[src/rtl/dm_cache_ctrl_pkg.sv]
// Shared memory-subsystem geometry and the cache controller state encoding.
package memory_sub_system_param;

    localparam int ADDR_LENGTH     = 16;
    localparam int INDEX_LENGTH    = 4;
    localparam int OFFSET_LENGTH   = 2;
    localparam int NUM_CACHE_LINES = 2 ** INDEX_LENGTH;
    localparam int CACHE_LINE_SIZE = 128;
    localparam int TAG_LENGTH      = ADDR_LENGTH - INDEX_LENGTH - OFFSET_LENGTH;
    localparam int WORD_WIDTH      = CACHE_LINE_SIZE >> OFFSET_LENGTH;

    typedef enum logic [3:0] {
        IDLE,
        LOOKUP,
        RESP,
        MISS_REQ,
        MISS_WAIT,
        FILL,
        WR_UPD,
        WR_REQ,
        WR_WAIT
    } cache_ctrl_state_t;

endpackage

[src/rtl/dm_cache_ctrl_tag_store.sv]
// Per-line {valid, tag} storage: one write port, combinational read, valid bits cleared on reset.
module dm_tag_store #(
    parameter int NUM_LINES = 16,
    parameter int INDEX_W   = 4,
    parameter int TAG_W     = 10
) (
    input  logic               clk,
    input  logic               reset,
    input  logic               we,
    input  logic [INDEX_W-1:0] widx,
    input  logic [TAG_W-1:0]   wtag,
    input  logic [INDEX_W-1:0] ridx,
    output logic               rvalid,
    output logic [TAG_W-1:0]   rtag
);

    logic [NUM_LINES-1:0]            valid_q;
    logic [NUM_LINES-1:0][TAG_W-1:0] tag_q;

    // Tags need no reset: they are only trusted behind a set valid bit.
    always_ff @(posedge clk) begin
        if (reset) begin
            valid_q <= '0;
        end else if (we) begin
            valid_q[widx] <= 1'b1;
            tag_q[widx]   <= wtag;
        end
    end

    assign rvalid = valid_q[ridx];
    assign rtag   = tag_q[ridx];

endmodule

[src/rtl/dm_cache_ctrl.sv]
// Direct-mapped, write-through, no-write-allocate cache controller in front of a line-wide data array.
module dm_cache_ctrl
    import memory_sub_system_param::*;
#(
    parameter int ADDR_LEN     = ADDR_LENGTH,
    parameter int INDEX_LEN    = INDEX_LENGTH,
    parameter int OFFSET_LEN   = OFFSET_LENGTH,
    parameter int NUM_CACHE_L  = NUM_CACHE_LINES,
    parameter int CACHE_L_SIZE = CACHE_LINE_SIZE,
    localparam int WORD_W      = CACHE_L_SIZE >> OFFSET_LEN
) (
    input  logic                    clk,
    input  logic                    reset,
    input  logic                    cpu_req_valid,
    output logic                    cpu_req_ready,
    input  logic                    cpu_we,
    input  logic [ADDR_LEN-1:0]     cpu_addr,
    input  logic [WORD_W-1:0]       cpu_wdata,
    output logic                    cpu_rsp_valid,
    output logic [WORD_W-1:0]       cpu_rd_data,
    output logic                    cache_resetn,
    output logic                    cache_write,
    output logic [INDEX_LEN-1:0]    cache_index,
    output logic [OFFSET_LEN-1:0]   cache_offset,
    output logic [CACHE_L_SIZE-1:0] cache_din,
    input  logic [CACHE_L_SIZE-1:0] cache_dout,
    output logic                    mem_req_valid,
    input  logic                    mem_req_ready,
    output logic                    mem_we,
    output logic [ADDR_LEN-1:0]     mem_addr,
    output logic [WORD_W-1:0]       mem_wdata,
    input  logic                    mem_rsp_valid,
    input  logic [CACHE_L_SIZE-1:0] mem_rdata
);

    localparam int TAG_LEN = ADDR_LEN - INDEX_LEN - OFFSET_LEN;

    cache_ctrl_state_t state, nstate;

    logic [ADDR_LEN-1:0]     addr_q;
    logic                    we_q;
    logic [WORD_W-1:0]       wdata_q;
    logic [CACHE_L_SIZE-1:0] line_q;

    logic [TAG_LEN-1:0]    tag_q;
    logic [INDEX_LEN-1:0]  idx_q;
    logic [OFFSET_LEN-1:0] off_q;

    logic                    tag_we;
    logic                    ts_valid;
    logic [TAG_LEN-1:0]      ts_tag;
    logic                    hit;
    logic [WORD_W-1:0]       rd_word;
    logic [CACHE_L_SIZE-1:0] upd_line;

    assign tag_q = addr_q[ADDR_LEN-1 -: TAG_LEN];
    assign idx_q = addr_q[OFFSET_LEN +: INDEX_LEN];
    assign off_q = addr_q[OFFSET_LEN-1:0];

    dm_tag_store #(
        .NUM_LINES (NUM_CACHE_L),
        .INDEX_W   (INDEX_LEN),
        .TAG_W     (TAG_LEN)
    ) u_tag_store (
        .clk    (clk),
        .reset  (reset),
        .we     (tag_we),
        .widx   (idx_q),
        .wtag   (tag_q),
        .ridx   (idx_q),
        .rvalid (ts_valid),
        .rtag   (ts_tag)
    );

    assign hit = ts_valid && (ts_tag == tag_q);

    always_ff @(posedge clk) begin
        if (reset) begin
            state   <= IDLE;
            addr_q  <= '0;
            we_q    <= 1'b0;
            wdata_q <= '0;
            line_q  <= '0;
        end else begin
            state <= nstate;
            if (state == IDLE && cpu_req_valid) begin
                addr_q  <= cpu_addr;
                we_q    <= cpu_we;
                wdata_q <= cpu_wdata;
            end
            // The array read issued at accept lands during LOOKUP.
            if (state == LOOKUP)
                line_q <= cache_dout;
            if (state == MISS_WAIT && mem_rsp_valid)
                line_q <= mem_rdata;
        end
    end

    always_comb begin
        rd_word  = line_q[int'(off_q)*WORD_W +: WORD_W];
        upd_line = line_q;
        upd_line[int'(off_q)*WORD_W +: WORD_W] = wdata_q;
    end

    // Array addressing follows the live request in IDLE so the read starts on the accept edge.
    assign cache_index  = (state == IDLE) ? cpu_addr[OFFSET_LEN +: INDEX_LEN] : idx_q;
    assign cache_offset = (state == IDLE) ? cpu_addr[OFFSET_LEN-1:0] : off_q;
    assign cache_resetn = ~reset;

    always_comb begin
        nstate        = state;
        cpu_req_ready = 1'b0;
        cpu_rsp_valid = 1'b0;
        cpu_rd_data   = '0;
        cache_write   = 1'b0;
        cache_din     = '0;
        mem_req_valid = 1'b0;
        mem_we        = 1'b0;
        mem_addr      = '0;
        mem_wdata     = '0;
        tag_we        = 1'b0;
        case (state)
            IDLE: begin
                cpu_req_ready = 1'b1;
                if (cpu_req_valid) nstate = LOOKUP;
            end
            LOOKUP: begin
                case ({we_q, hit})
                    2'b01:   nstate = RESP;
                    2'b00:   nstate = MISS_REQ;
                    2'b11:   nstate = WR_UPD;
                    default: nstate = WR_REQ;
                endcase
            end
            RESP: begin
                cpu_rsp_valid = 1'b1;
                if (!we_q) cpu_rd_data = rd_word;
                nstate = IDLE;
            end
            MISS_REQ: begin
                mem_req_valid = 1'b1;
                mem_addr      = {tag_q, idx_q, {OFFSET_LEN{1'b0}}};
                if (mem_req_ready) nstate = MISS_WAIT;
            end
            MISS_WAIT: begin
                if (mem_rsp_valid) nstate = FILL;
            end
            FILL: begin
                cache_write   = 1'b1;
                cache_din     = line_q;
                tag_we        = 1'b1;
                cpu_rsp_valid = 1'b1;
                cpu_rd_data   = rd_word;
                nstate        = IDLE;
            end
            WR_UPD: begin
                cache_write = 1'b1;
                cache_din   = upd_line;
                nstate      = WR_REQ;
            end
            WR_REQ: begin
                mem_req_valid = 1'b1;
                mem_we        = 1'b1;
                mem_addr      = addr_q;
                mem_wdata     = wdata_q;
                if (mem_req_ready) nstate = WR_WAIT;
            end
            WR_WAIT: begin
                if (mem_rsp_valid) nstate = RESP;
            end
            default: nstate = IDLE;
        endcase
    end

endmodule

[config.mk]
export PLATFORM = sky130hd
export DESIGN_NAME = dm_cache_ctrl
export DESIGN_NICKNAME = d
export VERILOG_FILES = /design/src/rtl/dm_cache_ctrl_pkg.sv /design/src/rtl/dm_cache_ctrl_tag_store.sv /design/src/rtl/dm_cache_ctrl.sv
export SDC_FILE = /design/constraint.sdc
export NUM_CORES = 1
export LEC_CHECK = 0
export CAP_MARGIN = 20
export CORE_MARGIN = 10
export CORE_UTILIZATION = 30
export CTS_CLUSTER_DIAMETER = 150
export CTS_CLUSTER_SIZE = 16
export DETAILED_ROUTE_END_ITERATION = 16
export PLACE_DENSITY = 0.63
export SYNTH_ARGS = -nofsm -noshare
export SYNTH_HDL_FRONTEND = slang
export SYNTH_SLANG_ARGS = --single-unit
[constraint.sdc]
create_clock -name clk -period 4.54 [get_ports clk]
set_clock_uncertainty 0.2 [all_clocks]
set_input_delay 0.908 -clock clk [delete_from_list [all_inputs] [get_ports clk]]
set_output_delay 0.908 -clock clk [all_outputs]
set_load 0.02 [all_outputs]
Word level (Yosys, flattened, before mapping):

Cells that the tools add are included.

* mux-type cells: 32
* add/sub/neg operators: 1
* divide/modulo/power cells: 0
* reduce and logical (&&, ||, !) cells: 12
* shifts and indexed selects: 3
* eq/ne operators: 16
* multiply operators: 0
* $lt $le $gt $ge: 2
* bitwise logic cells: 2

Operators with widths (number)
* $mux W128: 2
* $pmux W128 S2: 1
* $bwmux W160: 1
* $bwmux W128: 1
* $shift A32 B33 Y128 const A: 1
* $shiftx A128 B8 Y32: 1
* $shiftx A32 B33 Y128: 1
* $mux W32: 2
* $pmux W32 S2: 1
* $bmux W10 S4: 1
* $demux W10 S4: 1
* $neg A7 Y33: 1
* $pmux W16 S2: 1
* $pmux W4 S7: 1
* $mux W4: 6
* $mux W10: 2
* $eq A4 B3 Y1 const B: 4
* $or A16 B16 Y16: 1
* $eq A10 B10 Y1: 1
* $ne A2 B2 Y1 const B: 5
* $pmux W3 S3: 1
* $eq A4 B2 Y1 const B: 2
* $mux W1: 8
* $reduce_or A2 Y1: 3
* 16 further kinds: 19

* ROM bits: 0
* bits in writable memories: 0
* memories kept: 0
* bits in registers: 357
* logic and storage cells: 90
* output and inout port bits: 220
* input port bits: 310
* latch bits: 0

Depth between registers and ports, before layout:

Gate-level depths: netlist of run 1.

* depth after elaboration: 7
* gate-level depth with buffers: 9
* gate-level depth less buffers: 6

Modules after synthesis:

Synthesis of run 1 repeated with hierarchy kept, for this count alone.

* cell total of the unflattened synthesis: 1478
* area, all modules: 16677.2 sq um

Modules (own cells, without submodules)
* dm_cache_ctrl: seq. area each 3623.5 sq um, cells an instance 1164, area each 9869.5 sq um, instances 1
* dm_tag_store: seq. area each 5124.9 sq um, cells an instance 314, area each 6807.8 sq um, instances 1

Least setup slack after synthesis of run 1:

Ideal clock, no wire load.

* path type: register to output
* start point: register addr_q[1]
* end point: output cache_din[100]
* slack: 1.102 ns
* buffers on the path: 4
* cell stages (with the launch flop): 10
* data arrival time: 2.330 ns
* data required time: 3.432 ns
* path through: dfxtp_1 > clkbuf_1 > clkbuf_1 > inv_1 > ha_1 > inv_1 > and4_1 > clkbuf_1 > clkbuf_1 > a22o_1

* cells in the longest elaborated chain, start to end: 4
* elaborated cells on any way between the ends: 5
* those cells by class: 1 x add/sub; 2 x shift; 2 x mux

Ends and longest elaborated chain
* from (decl): line dm_cache_ctrl.sv:40 `logic [ADDR_LEN-1:0] addr_q;`
* from (signal assigned): line dm_cache_ctrl.sv:87 `addr_q <= cpu_addr;`
* $neg A7 Y33 *: line dm_cache_ctrl.sv:102 `upd_line[int'(off_q)*WORD_W +: WORD_W] = wdata_q;`
* $shiftx A32 B33 Y128 / $shift A32 B33 Y128 (equally long branches): line dm_cache_ctrl.sv:102
* $bwmux W128 *: line dm_cache_ctrl.sv:102
* $pmux W128 S2 *: line dm_cache_ctrl.sv:122 `case (state)`
* to (decl): line dm_cache_ctrl.sv:25 `output logic [CACHE_L_SIZE-1:0] cache_din,`

Every way passes the cells marked *; elsewhere a longest branch is shown, timed or not.

Final worst setup path of run 1:

* start point: register state[3]
* end point: output cache_din[103]

* cells in the longest elaborated chain, start to end: 2
* elaborated cells on any way between the ends: 3
* those cells by class: 2 x eq/ne; 1 x mux

Ends and longest elaborated chain
* from (decl): line dm_cache_ctrl.sv:38 `cache_ctrl_state_t state, nstate;`
* from (signal assigned): line dm_cache_ctrl.sv:85 `state <= nstate;`
* $eq A4 B3 Y1: line dm_cache_ctrl.sv:122
* $pmux W128 S2 *: line dm_cache_ctrl.sv:122

Marks and branches as above.

==> results summary, run 1 <==
The flow ran to the end, and the final reports show no timing, DRC or antenna violations. 530 I/O pins were placed. The total nets after synthesis came out at roughly 1,900. The die area is between 60,000 and 70,000 µm². The number of cells in the finished layout apart from fillers is around 2,800. The power share of the clock group is 29.9%.

After filler insertion, the fill cell instance count of the layout stands at ~5,300. The number of nets with antenna violations after routing came out at 0. The detailed-route wire length per cell is between 30 and 40 µm. The post-DP HPWL came out at about 64,000 µm. The total instance count after detailed placement is 2,735. The critical path goes through nor2_2, nand3_4, nor2_1, and4_2, buf_12, a22o_1, clkdlybuf4s50_1. The net switching fraction of the power came out at 30.2%. In this run the worst hold path is classified as reg -> reg. The worst hold path begins at u_tag_store.valid_q[15]. The switching power total is 2.31 mW. The number of cells produced by synthesis came out at 1,544. In this run the worst setup path begins at state[3]. The fraction of final layout cells with drive strength greater than 1 came out at between 10 and 15%. The number of endpoints failing setup at the final stage is 0.

The library cell used most frequently in the layout, excluding fill and tap cells, is clkdlybuf4s50_1. The combinational group share of total power came out at 19.8%. Counting both buffers and inverters, the worst setup path holds a total of 2. The total internal power came out at between 5 and 6 mW.

The design draws 7.65 mW. Setup repair after global routing left no endpoint under its margin. The worst register-to-register path ends at state[0]. The register-to-register setup slack came out at 1.17 ns. The total congestion overflow came out at 0. The max-slew headroom at the worst pin is 23.4%. The post-layout utilization of the core came out at a little over two fifths. The cell area after layout is ~24,000 µm². The via count is 16,100.

Along the worst hold path, the cell count comes to 1. Max-cap violations in this run came to 0. The power density relative to cell area came out at 319 nW/µm².

The total number of nets in the final design came out at 2,349. The number of flops mapped to enable cells by yosys is 160. The post-synthesis sequential element count is 357. The static leakage came out at 8.24 nW.

The setup slack after layout came out at around 0.12 ns. The layout overhead on the synthesized area is 43.8%. The critical path data required time came out at 3.43 ns.

The share of async-settable or async-resettable flops after synthesis came out at 0%. The number of H-tree levels came out at 1. The minimum hold slack came out at approximately 0.26 ns. The largest single stage delay on the critical path is 0.64 ns. The cell family contributing the most delay on the critical path is simple AND/OR/NAND/NOR gates.

In the synthesized netlist the dominant register cell turns out to be dfxtp_1. The wire length of the first global-routing pass came out at 121,000 µm. The Yosys step of the flow raised 0 warnings. The floorplan step defined a core boundary enclosing 55,100 µm².

The count of final max-slew check failures came to 0. The detail-routed via count per cell is 5.71. The root buffer cell chosen for the clock tree is clkbuf_16. In the layout the commonest cells are clkdlybuf4s50_1, nand2_1, dfxtp_1, a21oi_1, edfxtp_1. After detailed routing, the number of remaining DRC violations is 0. The critical path startpoint category is a register. The critical path data arrival time came out at 3.31 ns. The count of input and output buffers is 529. The count of hold buffers inserted by post-cts repair came out at 0. The netlist area before placement came out at 16,700 µm². The global-route usage over all layers came out at 25.0%. The class of the most critical setup path is reg -> out.

The die boundary width came out at 256 µm. The clock-pin transition on the worst setup and hold timing paths is 0.08 ns. The number of antenna violations at the first check in global routing is 50. The last weighted congestion value of the routability-driven placer came out at 1.02. The clock insertion delay at the later pin of the skew report is between 0.5 and 0.6 ns. The critical-path maximum fanout came out at 24. The via count of the first global-routing pass came out at between 15,000 and 20,000. Of the available clock period, the critical path in the final layout requires a little over nine tenths.

The count of final hold-check violations came out at 0. The fmax came out at 226 MHz. The initialized floorplan defines 86 standard-cell rows. The worst-case vdd ir drop came out at roughly 0.0003 V. The deepest clock path buffer count came out at 3. The sequential element share of the synthesized area came out at between 50% and 60%. Entering global routing, the biggest net connects 130 pins. The first detailed-routing pass ran for 7 iterations.

The total clock buffers created by CTS is 26. The detailed-route wire length is 86,700 µm. TritonCTS built the clock tree. The area of placed instances came out at about 23,000 µm².

For hold timing, the worst endpoint is u_tag_store.valid_q[15]. At the pin with the least slew margin, the transition time is 1.15 ns. Setup total negative slack on the finished layout was measured at 0 ns. The startpoint of the worst-slack reg-to-reg timing path is addr_q[3]. The initial DRC count came out at 2,030. The shortest period the worst path allows came out at 4.42 ns.

The initial utilization of the core area, before any placement, comes to a little under a third. The number of sinks on the clock net came out at 357. The setup slack at placement is about 0.28 ns.

The post-synthesis average cell area came out at 10.8 µm². The fraction of power consumed by sequential logic came out at 50.3%. The y dimension of the die is 256 µm. The cell with the largest stage delay on the worst path is clkdlybuf4s50_1. The element type at the critical path end is an output pin. The distinct cell type count of the synthesized netlist is 54. The path depth of the worst reg2reg path came out at 7.
per-layer routing:
metal | wire (µm) | GRT usage (%)
met4 | 3470 | 10.7
met3 | 9300 | 7.30
met2 | 41600 | 41.0
met1 | 32200 | 30.2
met5 | 211 | 0
state kept, by name (all words and copies together), names as in the netlist:
register and cells:
u_tag_store.tag_q 160, state 4, we_q 1, wdata_q 32, addr_q 16, line_q 128
u_tag_store.valid_q 16
how the worst max path moves through the flow:
stage | to | slack, ns | cells after the start
floorplan | cache_din[100] | 1.10 | 9
global placement | cache_din[108] | 0.40 | 5
detailed placement | cache_din[52] | 0.28 | 6
CTS | cache_din[103] | 0.02 | 7
global route | cache_din[52] | 0.01 | 7
finish | cache_din[103] | 0.12 | 7
synthesized netlist by cell type, types with 2 or more instances:
library cell	n	share of area (%)
a21o_1	15	0.67
a21oi_1	185	5.5
a22o_1	131	6.9
a22oi_1	132	5.9
a311oi_1	2	0.10
a31oi_1	3	0.11
and2_1	43	1.6
and3_1	39	1.5
and4_1	3	0.16
buf_1	10	0.22
buf_2	7	0.21
buf_4	5	0.22
clkbuf_1	124	2.8
dfxtp_1	197	24
edfxtp_1	160	29
ha_1	5	0.37
inv_1	13	0.29
mux2_2	6	0.40
mux2i_1	33	2.0
mux4_2	64	8.6
nand2_1	245	5.5
nand2b_1	6	0.22
nand3_1	5	0.15
nand4_1	4	0.15
nor2_1	32	0.72
nor2b_1	3	0.11
nor3_1	12	0.36
nor4_1	3	0.11
o211ai_1	4	0.18
o21ai_0	9	0.27
o21ai_1	4	0.12
o22ai_1	2	0.075
o31ai_1	3	0.13
or3_1	4	0.15
xnor2_1	7	0.37
xor2_1	6	0.31
cells by family after synthesis:
group           share of synthesized area [%]
compound gates                           20.7
xor+xnor                                0.682
fa+ha+maj                               0.375
buf+inv                                  3.83
flops                                    52.4
mux                                      11.2
simple gates                             10.9
power groups by stage:
stage                     Sequential [mW]  Clock [mW]  Combinational, mW
after floorplan                      3.73           0              0.814
after global placement               3.91           0               1.45
after detailed placement             3.90           0               1.48
after CTS                            3.83        2.31               1.49
after global routing                 3.85        2.42               1.62
final                                3.85        2.29               1.52
what timing repair did:
action,CTS,global route
gates cloned,1,0
setup endpoints to repair,126,43
setup buffers,15,3
resized for setup,7,2
pin swaps,3,1
cell type report:
type / instances / area [µm²] / area share [%]
clock inverter: 1 / 16.3 / 0.0677
sequential: 357 / 8760 / 36.5
inverter: 14 / 52.6 / 0.219
tap: 748 / 936 / 3.90
timing repair buffer: 608 / 6010 / 25.0
antenna: 30 / 75.1 / 0.313
clock buffer: 41 / 728 / 3.03
multi-input combinational: 1027 / 7430 / 30.9
No activity file was read; power rests on OpenSTA's default activity.
==> run 2: changes to the inputs <==
Settings changed: CORE_AREA set to 10 10 199 201, CORE_MARGIN 10 to unset, CORE_UTILIZATION 30 to unset, DIE_AREA set to 0 0 209 211, DONT_BUFFER_PORTS set to 1, PLACE_DENSITY 0.63 to 0.69.
==> results summary, run 2 (synthesized netlist as in run 1, its figures left out) <==
Result of the run: finished, final reports clean (unchanged). Setup repair after global routing missed its margin: no (unchanged). The layout overhead on the synthesized area is 7.93% (was 43.8%). The power consumption came out at 7.15 mW (was 7.65 mW). The detailed-routing iteration count for the pre-antenna-repair pass is 6 (was 7). The global-route usage over all layers came out at 30.4% (was 25.0%). The number of endpoints failing setup at the final stage is 0 (unchanged). The critical path data required time is 3.43 ns (about the same). The area of placed instances came out at 17,200 µm² (was 23,000 µm²). The deepest clock path buffer count came out at 3 (unchanged). The class of the most critical setup path is reg -> out (unchanged). Most frequent cells in the layout: nand2_1, dfxtp_1, a21oi_1, edfxtp_1, a22oi_1 (was clkdlybuf4s50_1, nand2_1, dfxtp_1, a21oi_1, edfxtp_1). The element type at the critical path end was an output pin (unchanged).

The count of final max-slew check failures is 0 (unchanged). The initial DRC count is 2,048 (was 2,030). The wire length of the first global-routing pass came out at 99,600 µm (was 121,000 µm). The count of input and output buffers came out at 0 (was 529). The cell area after layout came out at 18,000 µm² (was 24,000 µm²).

The number of H-tree levels is 1 (unchanged). The clock insertion delay at the later pin of the skew report is 0.55 ns (was 0.58 ns). The classification of the worst-slack hold path is in -> reg (was reg -> reg).

The slew at the pin closest to its max-slew limit is 1.20 ns (was 1.15 ns). The CTS tree is built (unchanged). The most frequent standard cell in the layout excluding fill and tap cells is nand2_1 (was clkdlybuf4s50_1). The static leakage was 6.10 nW (was 8.24 nW). The placeable core region is 35,400 µm² (was 55,100 µm²).

The max-capacitance violation count is 0 (unchanged). The number of sinks on the clock net came out at 357 (unchanged). The total number of nets in the final design is 1,791 (was 2,349).

The detailed-route wire length per cell came out at 36.3 µm (was 30.7 µm). The number of flip-flops under the largest register name came out at 160 (unchanged). The die boundary width is 209 µm (was 256 µm). The fraction of final layout cells with drive strength greater than 1 is 11.4% (was 10.2%). The number of setup buffers added after CTS is 0 (was 15). The critical path data arrival time came to 3.17 ns (was 3.31 ns). The power density relative to cell area is 397 nW/µm² (was 319 nW/µm²). The detail-routed via count per cell came out at 6.98 (was 5.71). The critical-path maximum fanout came out at 32 (was 24). The register containing the most flip-flops in the final layout was u_tag_store.tag_q (unchanged). The die area is 44,100 µm² (was 65,500 µm²). The total clock buffers created by CTS is 26 (unchanged). The via count was 13,700 (was 16,100). The maximum number of pins on one net before global-route repair came out at 188 (was 130). The count of hold buffers inserted by post-cts repair is 0 (unchanged). The post-CTS resize count is 0 (was 7). The via count of the first global-routing pass is 13,300 (was 15,800). The post-DP HPWL was 52,300 µm (was 64,400 µm). The setup slack at placement is 0.875 ns (was 0.278 ns). The portion of the clock cycle consumed by the worst path in the final layout came to 94.1% (was 97.3%). The total I/O pin count was 530 (unchanged).

The setup slack after layout came out at 0.266 ns (was 0.125 ns). The root buffer selected by CTS was clkbuf_16 (unchanged). The clock-pin transition on the worst setup and hold timing paths was 0.08 ns (about the same).

Largest registers: u_tag_store.tag_q (160), line_q (128), wdata_q (32) (unchanged). The final-layout setup total negative slack is 0 ns (unchanged). The worst-case vdd ir drop is 0.000328 V (was 0.000300 V).

The count of final hold-check violations came out at 0 (unchanged). The fmax came to 234 MHz (was 226 MHz). The DRC violations left came out at 0 (unchanged). The number of nets with antenna violations after routing was 0 (unchanged). The total congestion overflow came out at 0 (unchanged). The shortest period the worst path allows is 4.27 ns (was 4.42 ns). The max-slew headroom at the worst pin came out at 19.7% (was 23.4%). The critical path startpoint category is a register (unchanged). The number of rows created at floorplan is 69 (was 86).

The detailed-route wire length is 71,400 µm (was 86,700 µm). The last weighted congestion value of the routability-driven placer is 0.966 (was 1.02). The number of antenna violations at the first check in global routing came out at 19 (was 50). The y dimension of the die came out at 211 µm (was 256 µm). The effective utilization at floorplan came out at 47.2% (was 30.3%).
==> run 2: changes by cell type in the layout (fill, tap and decap cells not counted), moves of 2 or more <==
cell	previous run	this run
clkdlybuf4s50_1	524	0
diode_2	30	15
buf_12	10	5
nor2_2	2	0
buf_6	3	0
buf_4	71	46
dfxtp_4	2	0
==> run 2: per-stage QoR <==
| step | instances | hold slack (ns) | utilization (%) |
|---|---|---|---|
| 5_1_grt | 1963 | 0.216 | 50.9 |
| 2_1_floorplan | 1544 | 0.221 | - |
| 4_1_cts | 1952 | 0.217 | 50.8 |
| 3_5_place_dp | 1909 | 0.239 | 48.7 |
| 6_report | 1967 | 0.230 | 50.9 |
| 3_3_place_gp | 1907 | 0.228 | 48.6 |
==> run 2: worst max-delay path, stage by stage (launching register included) <==
cell     delay [ns]
dfxtp_2        0.47
inv_1          0.18
ha_1           0.35
inv_1          0.08
nand4_1        0.15
nor2_4         0.92
a22o_1         0.44
==> run 2: area by class of cell <==
class                   instances  area (µm²)
well taps                     461         577
multi-input cells            1026        7400
diodes                         15        37.5
clock inverters                 1        16.3
flip-flops and latches        357        8750
inverters                      14        52.6
repair buffers                 51         445
clock buffers                  42         732
fillers                      3240       17400
==> run 2: power breakdown <==
part / leakage [nW] / internal (mW) / switching [mW]
Clock: 0.357 / 1.10 / 1.12
Combinational: 2.67 / 0.397 / 0.683
Sequential: 3.06 / 3.54 / 0.300
Total: 6.10 / 5.04 / 2.11
==> run 2: path summary, 6_finish.rpt <==
path / startpoint / end / slack [ns] / depth (start not counted)
setup reg to reg: addr_q[3] / u_tag_store.tag_q[23] / 1.11 / 4
setup / recovery: addr_q[0] / cache_din[18] / 0.27 / 6
hold reg to reg: u_tag_store.valid_q[10] / u_tag_store.valid_q[10] / 0.25 / 1
hold / removal: reset / addr_q[2] / 0.23 / 1
==> run 2: layer usage <==
| layer | track usage (%) | part of all wire [%] | wire length, µm |
|---|---|---|---|
| met1 | 35.9 | 35 | 24800 |
| met2 | 50.5 | 49 | 35100 |
| met3 | 8.68 | 11 | 8110 |
| met4 | 13.9 | 4.8 | 3410 |
| met5 | 0 | 0.077 | 55 |
